--- src/rtl/qdrc_pkg.sv ---
// rtl/qdrc_pkg.sv - shared register map, STATUS bit indices and FSM encoding for the QDR CPU bridge
package qdrc_pkg;

    localparam logic [3:0] REG_WDATA0 = 4'd0;
    localparam logic [3:0] REG_WDATA1 = 4'd1;
    localparam logic [3:0] REG_WDATA2 = 4'd2;
    localparam logic [3:0] REG_BE     = 4'd3;
    localparam logic [3:0] REG_ADDR   = 4'd4;
    localparam logic [3:0] REG_CTRL   = 4'd5;
    localparam logic [3:0] REG_STATUS = 4'd6;
    localparam logic [3:0] REG_RDATA0 = 4'd8;
    localparam logic [3:0] REG_RDATA1 = 4'd9;
    localparam logic [3:0] REG_RDATA2 = 4'd10;

    localparam int ST_BUSY    = 0;
    localparam int ST_TIMEOUT = 1;
    localparam int ST_PHY_RDY = 2;
    localparam int ST_REJECT  = 3;

    localparam int CTRL_WR = 0;
    localparam int CTRL_RD = 1;

    typedef enum logic [1:0] {
        S_IDLE      = 2'd0,
        S_WRITE     = 2'd1,
        S_READ_REQ  = 2'd2,
        S_READ_WAIT = 2'd3
    } qdrc_state_e;

endpackage

--- src/rtl/qdrc_cpu_bridge_if.sv ---
// rtl/qdrc_cpu_bridge_if.sv - QDR controller user port; master is the bridge, slave is the controller
interface qdrc_cpu_bridge_if #(
    parameter int DATA_WIDTH = 36,
    parameter int BW_WIDTH   = 4,
    parameter int ADDR_WIDTH = 21
);
    logic                    phy_rdy;
    logic                    usr_rd_strb;
    logic                    usr_wr_strb;
    logic [ADDR_WIDTH-1:0]   usr_addr;
    logic [2*DATA_WIDTH-1:0] usr_wr_data;
    logic [2*BW_WIDTH-1:0]   usr_wr_be;
    logic [2*DATA_WIDTH-1:0] usr_rd_data;
    logic                    usr_rd_dvld;

    modport master (
        input  phy_rdy, usr_rd_data, usr_rd_dvld,
        output usr_rd_strb, usr_wr_strb, usr_addr, usr_wr_data, usr_wr_be
    );

    modport slave (
        output phy_rdy, usr_rd_data, usr_rd_dvld,
        input  usr_rd_strb, usr_wr_strb, usr_addr, usr_wr_data, usr_wr_be
    );
endinterface

--- src/rtl/qdrc_cpu_regfile.sv ---
// rtl/qdrc_cpu_regfile.sv - CPU register decode, staging/RDATA registers and registered read port
module qdrc_cpu_regfile
    import qdrc_pkg::*;
#(
    parameter int DATA_WIDTH = 36,
    parameter int BW_WIDTH   = 4,
    parameter int ADDR_WIDTH = 21
) (
    input  logic                    clk,
    input  logic                    reset,
    input  logic [3:0]              cpu_addr,
    input  logic                    cpu_wr_strb,
    input  logic                    cpu_rd_strb,
    input  logic [31:0]             cpu_din,
    output logic [31:0]             cpu_dout,
    output logic                    cpu_ack,
    input  logic                    busy,
    input  logic                    timeout,
    input  logic                    reject,
    input  logic                    phy_rdy,
    input  logic                    rd_capture,
    input  logic [2*DATA_WIDTH-1:0] rd_data,
    output logic [2*DATA_WIDTH-1:0] stage_wdata,
    output logic [2*BW_WIDTH-1:0]   stage_be,
    output logic [ADDR_WIDTH-1:0]   stage_addr,
    output logic                    start_wr,
    output logic                    start_rd
);
    localparam int BURST_W = 2 * DATA_WIDTH;

    logic [BURST_W-1:0] rdata_q;
    logic [95:0]        wdata_ext;
    logic [95:0]        rdata_ext;
    logic [31:0]        rd_mux;

    // Burst registers are zero-extended to three full words so unused upper bits read back 0.
    always_comb begin
        wdata_ext = '0;
        rdata_ext = '0;
        wdata_ext[BURST_W-1:0] = stage_wdata;
        rdata_ext[BURST_W-1:0] = rdata_q;
    end

    always_comb begin
        rd_mux = '0;
        case (cpu_addr)
            REG_WDATA0: rd_mux = wdata_ext[31:0];
            REG_WDATA1: rd_mux = wdata_ext[63:32];
            REG_WDATA2: rd_mux = wdata_ext[95:64];
            REG_BE:     rd_mux[2*BW_WIDTH-1:0] = stage_be;
            REG_ADDR:   rd_mux[ADDR_WIDTH-1:0] = stage_addr;
            REG_STATUS: begin
                rd_mux[ST_BUSY]    = busy;
                rd_mux[ST_TIMEOUT] = timeout;
                rd_mux[ST_PHY_RDY] = phy_rdy;
                rd_mux[ST_REJECT]  = reject;
            end
            REG_RDATA0: rd_mux = rdata_ext[31:0];
            REG_RDATA1: rd_mux = rdata_ext[63:32];
            REG_RDATA2: rd_mux = rdata_ext[95:64];
            default:    rd_mux = '0;
        endcase
    end

    assign start_wr = cpu_wr_strb && (cpu_addr == REG_CTRL) && cpu_din[CTRL_WR];
    assign start_rd = cpu_wr_strb && (cpu_addr == REG_CTRL) && cpu_din[CTRL_RD] && !cpu_din[CTRL_WR];

    always_ff @(posedge clk) begin
        if (reset) begin
            stage_wdata <= '0;
            stage_be    <= '1;
            stage_addr  <= '0;
            rdata_q     <= '0;
            cpu_ack     <= 1'b0;
            cpu_dout    <= '0;
        end else begin
            cpu_ack  <= cpu_wr_strb | cpu_rd_strb;
            cpu_dout <= cpu_rd_strb ? rd_mux : '0;
            if (cpu_wr_strb) begin
                for (int i = 0; i < BURST_W; i++) begin
                    if (cpu_addr == REG_WDATA0 + 4'(i / 32))
                        stage_wdata[i] <= cpu_din[i % 32];
                end
                if (cpu_addr == REG_BE)
                    stage_be <= cpu_din[2*BW_WIDTH-1:0];
                if (cpu_addr == REG_ADDR)
                    stage_addr <= cpu_din[ADDR_WIDTH-1:0];
            end
            if (rd_capture)
                rdata_q <= rd_data;
        end
    end
endmodule

--- src/rtl/qdrc_cpu_bridge.sv ---
// rtl/qdrc_cpu_bridge.sv - register-mapped CPU master driving single QDR burst writes/reads with read timeout
module qdrc_cpu_bridge
    import qdrc_pkg::*;
#(
    parameter int DATA_WIDTH = 36,
    parameter int BW_WIDTH   = 4,
    parameter int ADDR_WIDTH = 21,
    parameter int RD_TIMEOUT = 64
) (
    input  logic               clk,
    input  logic               reset,
    input  logic [3:0]         cpu_addr,
    input  logic               cpu_wr_strb,
    input  logic               cpu_rd_strb,
    input  logic [31:0]        cpu_din,
    output logic [31:0]        cpu_dout,
    output logic               cpu_ack,
    qdrc_cpu_bridge_if.master  usr
);
    localparam int CNT_W = $clog2(RD_TIMEOUT);

    qdrc_state_e             state_q, state_d;
    logic [CNT_W-1:0]        cnt_q, cnt_d;
    logic                    timeout_q, timeout_d;
    logic                    reject_q, reject_d;
    logic [ADDR_WIDTH-1:0]   addr_q, addr_d;
    logic [2*DATA_WIDTH-1:0] wdata_q, wdata_d;
    logic [2*BW_WIDTH-1:0]   be_q, be_d;
    logic                    rd_capture;
    logic                    start_wr, start_rd;
    logic [2*DATA_WIDTH-1:0] stage_wdata;
    logic [2*BW_WIDTH-1:0]   stage_be;
    logic [ADDR_WIDTH-1:0]   stage_addr;

    qdrc_cpu_regfile #(
        .DATA_WIDTH (DATA_WIDTH),
        .BW_WIDTH   (BW_WIDTH),
        .ADDR_WIDTH (ADDR_WIDTH)
    ) u_regfile (
        .clk         (clk),
        .reset       (reset),
        .cpu_addr    (cpu_addr),
        .cpu_wr_strb (cpu_wr_strb),
        .cpu_rd_strb (cpu_rd_strb),
        .cpu_din     (cpu_din),
        .cpu_dout    (cpu_dout),
        .cpu_ack     (cpu_ack),
        .busy        (state_q != S_IDLE),
        .timeout     (timeout_q),
        .reject      (reject_q),
        .phy_rdy     (usr.phy_rdy),
        .rd_capture  (rd_capture),
        .rd_data     (usr.usr_rd_data),
        .stage_wdata (stage_wdata),
        .stage_be    (stage_be),
        .stage_addr  (stage_addr),
        .start_wr    (start_wr),
        .start_rd    (start_rd)
    );

    always_comb begin
        state_d    = state_q;
        cnt_d      = cnt_q;
        timeout_d  = timeout_q;
        reject_d   = reject_q;
        addr_d     = addr_q;
        wdata_d    = wdata_q;
        be_d       = be_q;
        rd_capture = 1'b0;
        case (state_q)
            S_IDLE: begin
                // Starts only land here; CTRL writes in any other state fall through untouched.
                if (start_wr || start_rd) begin
                    timeout_d = 1'b0;
                    if (!usr.phy_rdy) begin
                        reject_d = 1'b1;
                    end else begin
                        reject_d = 1'b0;
                        addr_d   = stage_addr;
                        wdata_d  = stage_wdata;
                        be_d     = stage_be;
                        state_d  = start_wr ? S_WRITE : S_READ_REQ;
                    end
                end
            end
            S_WRITE:    state_d = S_IDLE;
            S_READ_REQ: begin
                cnt_d   = '0;
                state_d = S_READ_WAIT;
            end
            S_READ_WAIT: begin
                // Data on the final counted cycle still wins over the timeout.
                if (usr.usr_rd_dvld) begin
                    rd_capture = 1'b1;
                    state_d    = S_IDLE;
                end else if (cnt_q == CNT_W'(RD_TIMEOUT - 1)) begin
                    timeout_d = 1'b1;
                    state_d   = S_IDLE;
                end else begin
                    cnt_d = cnt_q + 1'b1;
                end
            end
            default: state_d = S_IDLE;
        endcase
    end

    always_ff @(posedge clk) begin
        if (reset) begin
            state_q   <= S_IDLE;
            cnt_q     <= '0;
            timeout_q <= 1'b0;
            reject_q  <= 1'b0;
            addr_q    <= '0;
            wdata_q   <= '0;
            be_q      <= '0;
        end else begin
            state_q   <= state_d;
            cnt_q     <= cnt_d;
            timeout_q <= timeout_d;
            reject_q  <= reject_d;
            addr_q    <= addr_d;
            wdata_q   <= wdata_d;
            be_q      <= be_d;
        end
    end

    assign usr.usr_wr_strb = (state_q == S_WRITE);
    assign usr.usr_rd_strb = (state_q == S_READ_REQ);
    assign usr.usr_addr    = addr_q;
    assign usr.usr_wr_data = wdata_q;
    assign usr.usr_wr_be   = be_q;
endmodule

--- src/flat_wrapper.sv ---
// flat-port wrapper written by rule: the top's interface ports become plain ports
module qdrc_cpu_bridge_flat import qdrc_pkg::*;
#(
    parameter int DATA_WIDTH = 36,
    parameter int BW_WIDTH   = 4,
    parameter int ADDR_WIDTH = 21,
    parameter int RD_TIMEOUT = 64
)
  (clk, reset, cpu_addr, cpu_wr_strb, cpu_rd_strb, cpu_din, cpu_dout, cpu_ack, usr_phy_rdy, usr_usr_rd_data, usr_usr_rd_dvld, usr_usr_rd_strb, usr_usr_wr_strb, usr_usr_addr, usr_usr_wr_data, usr_usr_wr_be);
  qdrc_cpu_bridge_if #(.DATA_WIDTH(DATA_WIDTH), .BW_WIDTH(BW_WIDTH), .ADDR_WIDTH(ADDR_WIDTH)) usr_i ();
  input  logic clk;
  input  logic reset;
  input  logic [3:0] cpu_addr;
  input  logic cpu_wr_strb;
  input  logic cpu_rd_strb;
  input  logic [31:0] cpu_din;
  output logic [31:0] cpu_dout;
  output logic cpu_ack;
  input wire logic [$bits(usr_i.phy_rdy)-1:0] usr_phy_rdy;
  input wire logic [$bits(usr_i.usr_rd_data)-1:0] usr_usr_rd_data;
  input wire logic [$bits(usr_i.usr_rd_dvld)-1:0] usr_usr_rd_dvld;
  output wire logic [$bits(usr_i.usr_rd_strb)-1:0] usr_usr_rd_strb;
  output wire logic [$bits(usr_i.usr_wr_strb)-1:0] usr_usr_wr_strb;
  output wire logic [$bits(usr_i.usr_addr)-1:0] usr_usr_addr;
  output wire logic [$bits(usr_i.usr_wr_data)-1:0] usr_usr_wr_data;
  output wire logic [$bits(usr_i.usr_wr_be)-1:0] usr_usr_wr_be;
  assign usr_i.phy_rdy = usr_phy_rdy;
  assign usr_i.usr_rd_data = usr_usr_rd_data;
  assign usr_i.usr_rd_dvld = usr_usr_rd_dvld;
  assign usr_usr_rd_strb = usr_i.usr_rd_strb;
  assign usr_usr_wr_strb = usr_i.usr_wr_strb;
  assign usr_usr_addr = usr_i.usr_addr;
  assign usr_usr_wr_data = usr_i.usr_wr_data;
  assign usr_usr_wr_be = usr_i.usr_wr_be;
  qdrc_cpu_bridge #(.DATA_WIDTH(DATA_WIDTH), .BW_WIDTH(BW_WIDTH), .ADDR_WIDTH(ADDR_WIDTH), .RD_TIMEOUT(RD_TIMEOUT)) u_core (.clk(clk), .reset(reset), .cpu_addr(cpu_addr), .cpu_wr_strb(cpu_wr_strb), .cpu_rd_strb(cpu_rd_strb), .cpu_din(cpu_din), .cpu_dout(cpu_dout), .cpu_ack(cpu_ack), .usr(usr_i));
endmodule
--- config.mk ---
export PLATFORM = sky130hd
export DESIGN_NAME = qdrc_cpu_bridge_flat
export DESIGN_NICKNAME = d
export VERILOG_FILES = /design/src/rtl/qdrc_pkg.sv /design/src/rtl/qdrc_cpu_bridge_if.sv /design/src/rtl/qdrc_cpu_regfile.sv /design/src/rtl/qdrc_cpu_bridge.sv /design/src/flat_wrapper.sv
export SDC_FILE = /design/constraint.sdc
export NUM_CORES = 1
export LEC_CHECK = 0
export BUFFER_PORTS_ARGS = -buffer_cell sky130_fd_sc_hd__buf_2
export CORE_ASPECT_RATIO = 1.75
export CORE_MARGIN = 5
export CORE_UTILIZATION = 35
export CTS_BUF_LIST = sky130_fd_sc_hd__clkbuf_16
export DETAILED_ROUTE_END_ITERATION = 8
export GPL_ROUTABILITY_DRIVEN = 0
export GPL_TIMING_DRIVEN = 0
export PLACE_DENSITY = 0.65
export SLEW_MARGIN = 5
export SYNTH_ARGS = -nofsm -noshare
export SYNTH_HDL_FRONTEND = slang
export SYNTH_SLANG_ARGS = --single-unit
--- constraint.sdc ---
create_clock -name clk -period 4 [get_ports clk]
set_input_delay 0.2 -clock clk [delete_from_list [all_inputs] [get_ports clk]]
set_output_delay 0.2 -clock clk [all_outputs]
set_load 0.03 [all_outputs]
==> impl_metrics.ini <==
[outcome]
status = completed

[clock_network]
clk_path_buf_depth = 3
root_buffer = clkbuf_16
tritoncts = done
clk_latency_ns = 0.57
cts_max_level = 1
cts_buffers = 29
clk_pin_slew_worst_paths_ns = 0.07
clkSinkCount = 317

[floorplanning]
dieArea_mm2 = 0.0419
initial_core_util = 0.352
ios = 250
core_mm2 = 0.0375
die_w_um = 157
num_rows = 94
die_h_um = 267

[critical_path]
end_kind = flop
crit_arrival_ns = 3.06
crit_type = flop to flop
critPathRequiredTime_ns = 4.50
critPathMaxStageDelay_ns = 0.78
cp_slowest_cell = clkbuf_1
r2r-start = u_core.state_q[1]
crit_chain = clkbuf_1 > nor3_1 > clkbuf_1 > clkbuf_1 > nand4b_1 > o21ai_2
crit_fanout = 10
reg2reg_depth = 6
cp_common_cell = clkbuf_1
critPathLaunchType = flop
crit_start = u_core.state_q[1]

[grt]
grt_max_degree = 16
top_usage_layer = met2
met1_usage = 0.240
grt_overflow = 0
grt_use_met3 = 0.0372
grt_pass1_wl_mm = 75.6
grt_pass1_vias = 12800
met2_usage = 0.437
antenna_found_initial = 0
grt_usage = 0.239

[timing]
layout_setup_ws_ns = 1.43
maxSlewHeadroom = 0.334
clock.fmax_mhz = 390
tightest_slew_ns = 0.999
period_share = 0.642
slew_violations = 0
finalHoldViolations = 0
setup_tns_ns = 0
fin_skew_ns = 0.0291
report.final.setup_viol = 0
period_needed_ns = 2.57
rsz0062_at_grt = false

[routing]
ant_nets = 0
dr.pass1.iters = 8
wl_per_cell_um = 21.8
wl_mm = 52.4
vias = 13000
viasPerCell = 5.41
drc = 0
drtIter0Drc = 1174

[finish]
drive_gt1_frac = 0.223
fill_cells = 3687
synthToLayoutAreaGrowth_pct = 28.9
final_net_count = 2013
fin_area_mm2 = 0.0170
utilization = 0.454

[placed_design]
port_buffers = 247
placed_area_mm2 = 0.0150
pre_cts_ws_ns = 1.43
dp_hpwl_mm = 39.8

[logic_synthesis]
synth_top_area_share = 0.480
netlist_area_mm2 = 0.0132
synthFlopType = dfxtp_1
synth_area_leaders = dfxtp_1 48%, nand2_1 9.9%, a21oi_1 6.9%
yosysSeqAreaShare = 0.480
synth_fp_nets = 1630
syn-mean-instance-area_um2 = 8.72
synthArstFlopShare = 0
yosys_warnings = 0
ys_ff_latch = 317
yosys.area.top_type = dfxtp_1
synth-edff-count = 0
synth.distinct_cells = 56
netlist_instances = 1515

[power_and_ir_drop]
vdd_drop_max_v = 0.000287
power.density_mw_per_mm2 = 375
leakage_nw = 6.45

[min_path]
min-delay-start = cpu_addr[0]
whs_path_depth = 4
hold_path_class = primary input to flop

[run]
max_cap_viol_count = 0
## state kept, by name, indices dropped and copies added, names as in the netlist, 2 cells and up
register / flops
u_core.u_regfile.rdata_q: 72
u_core.u_regfile.stage_wdata: 72
u_core.usr.usr_wr_data: 72
u_core.u_regfile.cpu_dout: 32
u_core.u_regfile.stage_addr: 21
u_core.usr.usr_addr: 21
u_core.u_regfile.stage_be: 8
u_core.usr.usr_wr_be: 8
u_core.cnt_q: 6
u_core.state_q: 2
## through the flow
stage	total power [mW]	cells	hold slack (ns)
CTS	6.41	2400	0.177
global route	6.57	2400	0.184
global placement	3.60	2242	0.443
floorplan	3.44	1515	0.316
detailed placement	3.61	2242	0.446
finish	6.39	2404	0.202
## final cells by class
cell class                      count  area, um2  share of cell area
Inverter                            6       22.5             0.00132
Clock buffer                       29        726              0.0426
Tap cell                          480        601              0.0353
Clock inverter                     24        194              0.0114
Timing Repair Buffer              352       2290               0.134
Multi-Input combinational cell   1053       6140               0.361
Antenna cell                        4       10.0            0.000588
Buffer                            139        699              0.0411
Sequential cell                   317       6350               0.373
## critical path, delay by kind of cell, from the launching register on
family / cells / cell delay [ns]
buffers and inverters: 3 / 1.40
and+or+nand+nor: 2 / 0.69
DFF: 1 / 0.30
AOI/OAI and AO/OA: 1 / 0.11
## cells in the final DEF, fill, tap and decap left out, types with 5 or more instances in the layout
cell type      instances
a21oi_1              182
a222oi_1               7
a22oi_1               48
a31oi_1               17
and3_1                 5
buf_2                282
buf_4                  6
buf_8                  7
clkbuf_1              84
clkbuf_16             29
clkinv_1               8
clkinv_2               5
dfxtp_1              317
dlygate4sd3_1        105
inv_1                 10
mux2i_1               17
nand2_1              348
nand2b_1             107
nand3_1               10
nand3b_1               9
nand4b_1             102
nor2_1                23
nor2b_1                8
o21ai_0               28
o21ai_1               10
o21ai_2               70
## kinds of logic (layout without fill, tap and decap cells)
kind of cell               count (synthesis)  in the layout  synth area share
and+or+nand+nor                          642            642             0.261
AOI/OAI and AO/OA                        387            387             0.186
DFF                                      317            317             0.480
buffers and inverters                    145            550            0.0547
muxes                                     20             20            0.0154
xor gates and xnor gates                   3              3           0.00199
adders and majority gates                  1              1          0.000947
other                                      0              4                 0
## metal layers
| layer | wire length [um] | vias up |
|---|---|---|
| li1 | - | 6048 |
| met1 | 17700 | 6189 |
| met2 | 27000 | 569 |
| met3 | 2990 | 193 |
| met4 | 4710 | 0 |
| met5 | 0 | - |
## power by group
group	switching (mW)	internal, mW
logic	0.246	0.192
registers	0.0189	3.17
clock network	1.25	1.51
total	1.51	4.88
## synthesized netlist by cell type, types with 2 or more instances
cell type / count
o21ai_1: 10
inv_1: 6
or3_1: 2
buf_4: 6
and2_1: 4
a22o_1: 4
nand3b_1: 9
nand4_1: 3
a21oi_1: 182
mux2_2: 3
clkbuf_2: 2
a32oi_1: 3
and3_1: 5
nor3_1: 3
and3b_1: 3
xor2_1: 3
a21o_1: 2
o21ai_0: 28
a31oi_1: 17
dfxtp_1: 317
nor2_1: 23
nand2b_1: 107
nand3_1: 10
buf_2: 35
nor2b_1: 8
nor3_4: 2
mux2i_1: 17
buf_8: 7
nand4b_1: 102
a22oi_1: 48
o21ai_2: 70
clkbuf_1: 84
a222oi_1: 7
a31o_2: 3
o211ai_1: 4
nor4b_4: 2
nand2_1: 348
a211o_1: 2
buf_6: 4
a211oi_1: 4
## path summary, 6_finish.rpt
kind,endpoint,slack [ns]
worst max-delay path,u_core.usr.usr_wr_data[42],1.43
worst min-delay path,u_core.reject_q,0.20
worst max register to register,u_core.usr.usr_wr_data[42],1.43
worst min register to register,u_core.u_regfile.rdata_q[21],0.46
## repair_timing
action,CTS,global route
gates resized for setup,0,0
setup endpoints to repair,0,0
setup buffers,0,0
hold buffers,105,0
endpoints found under the hold margin,168,0
Power figures use the tool's default switching activity.
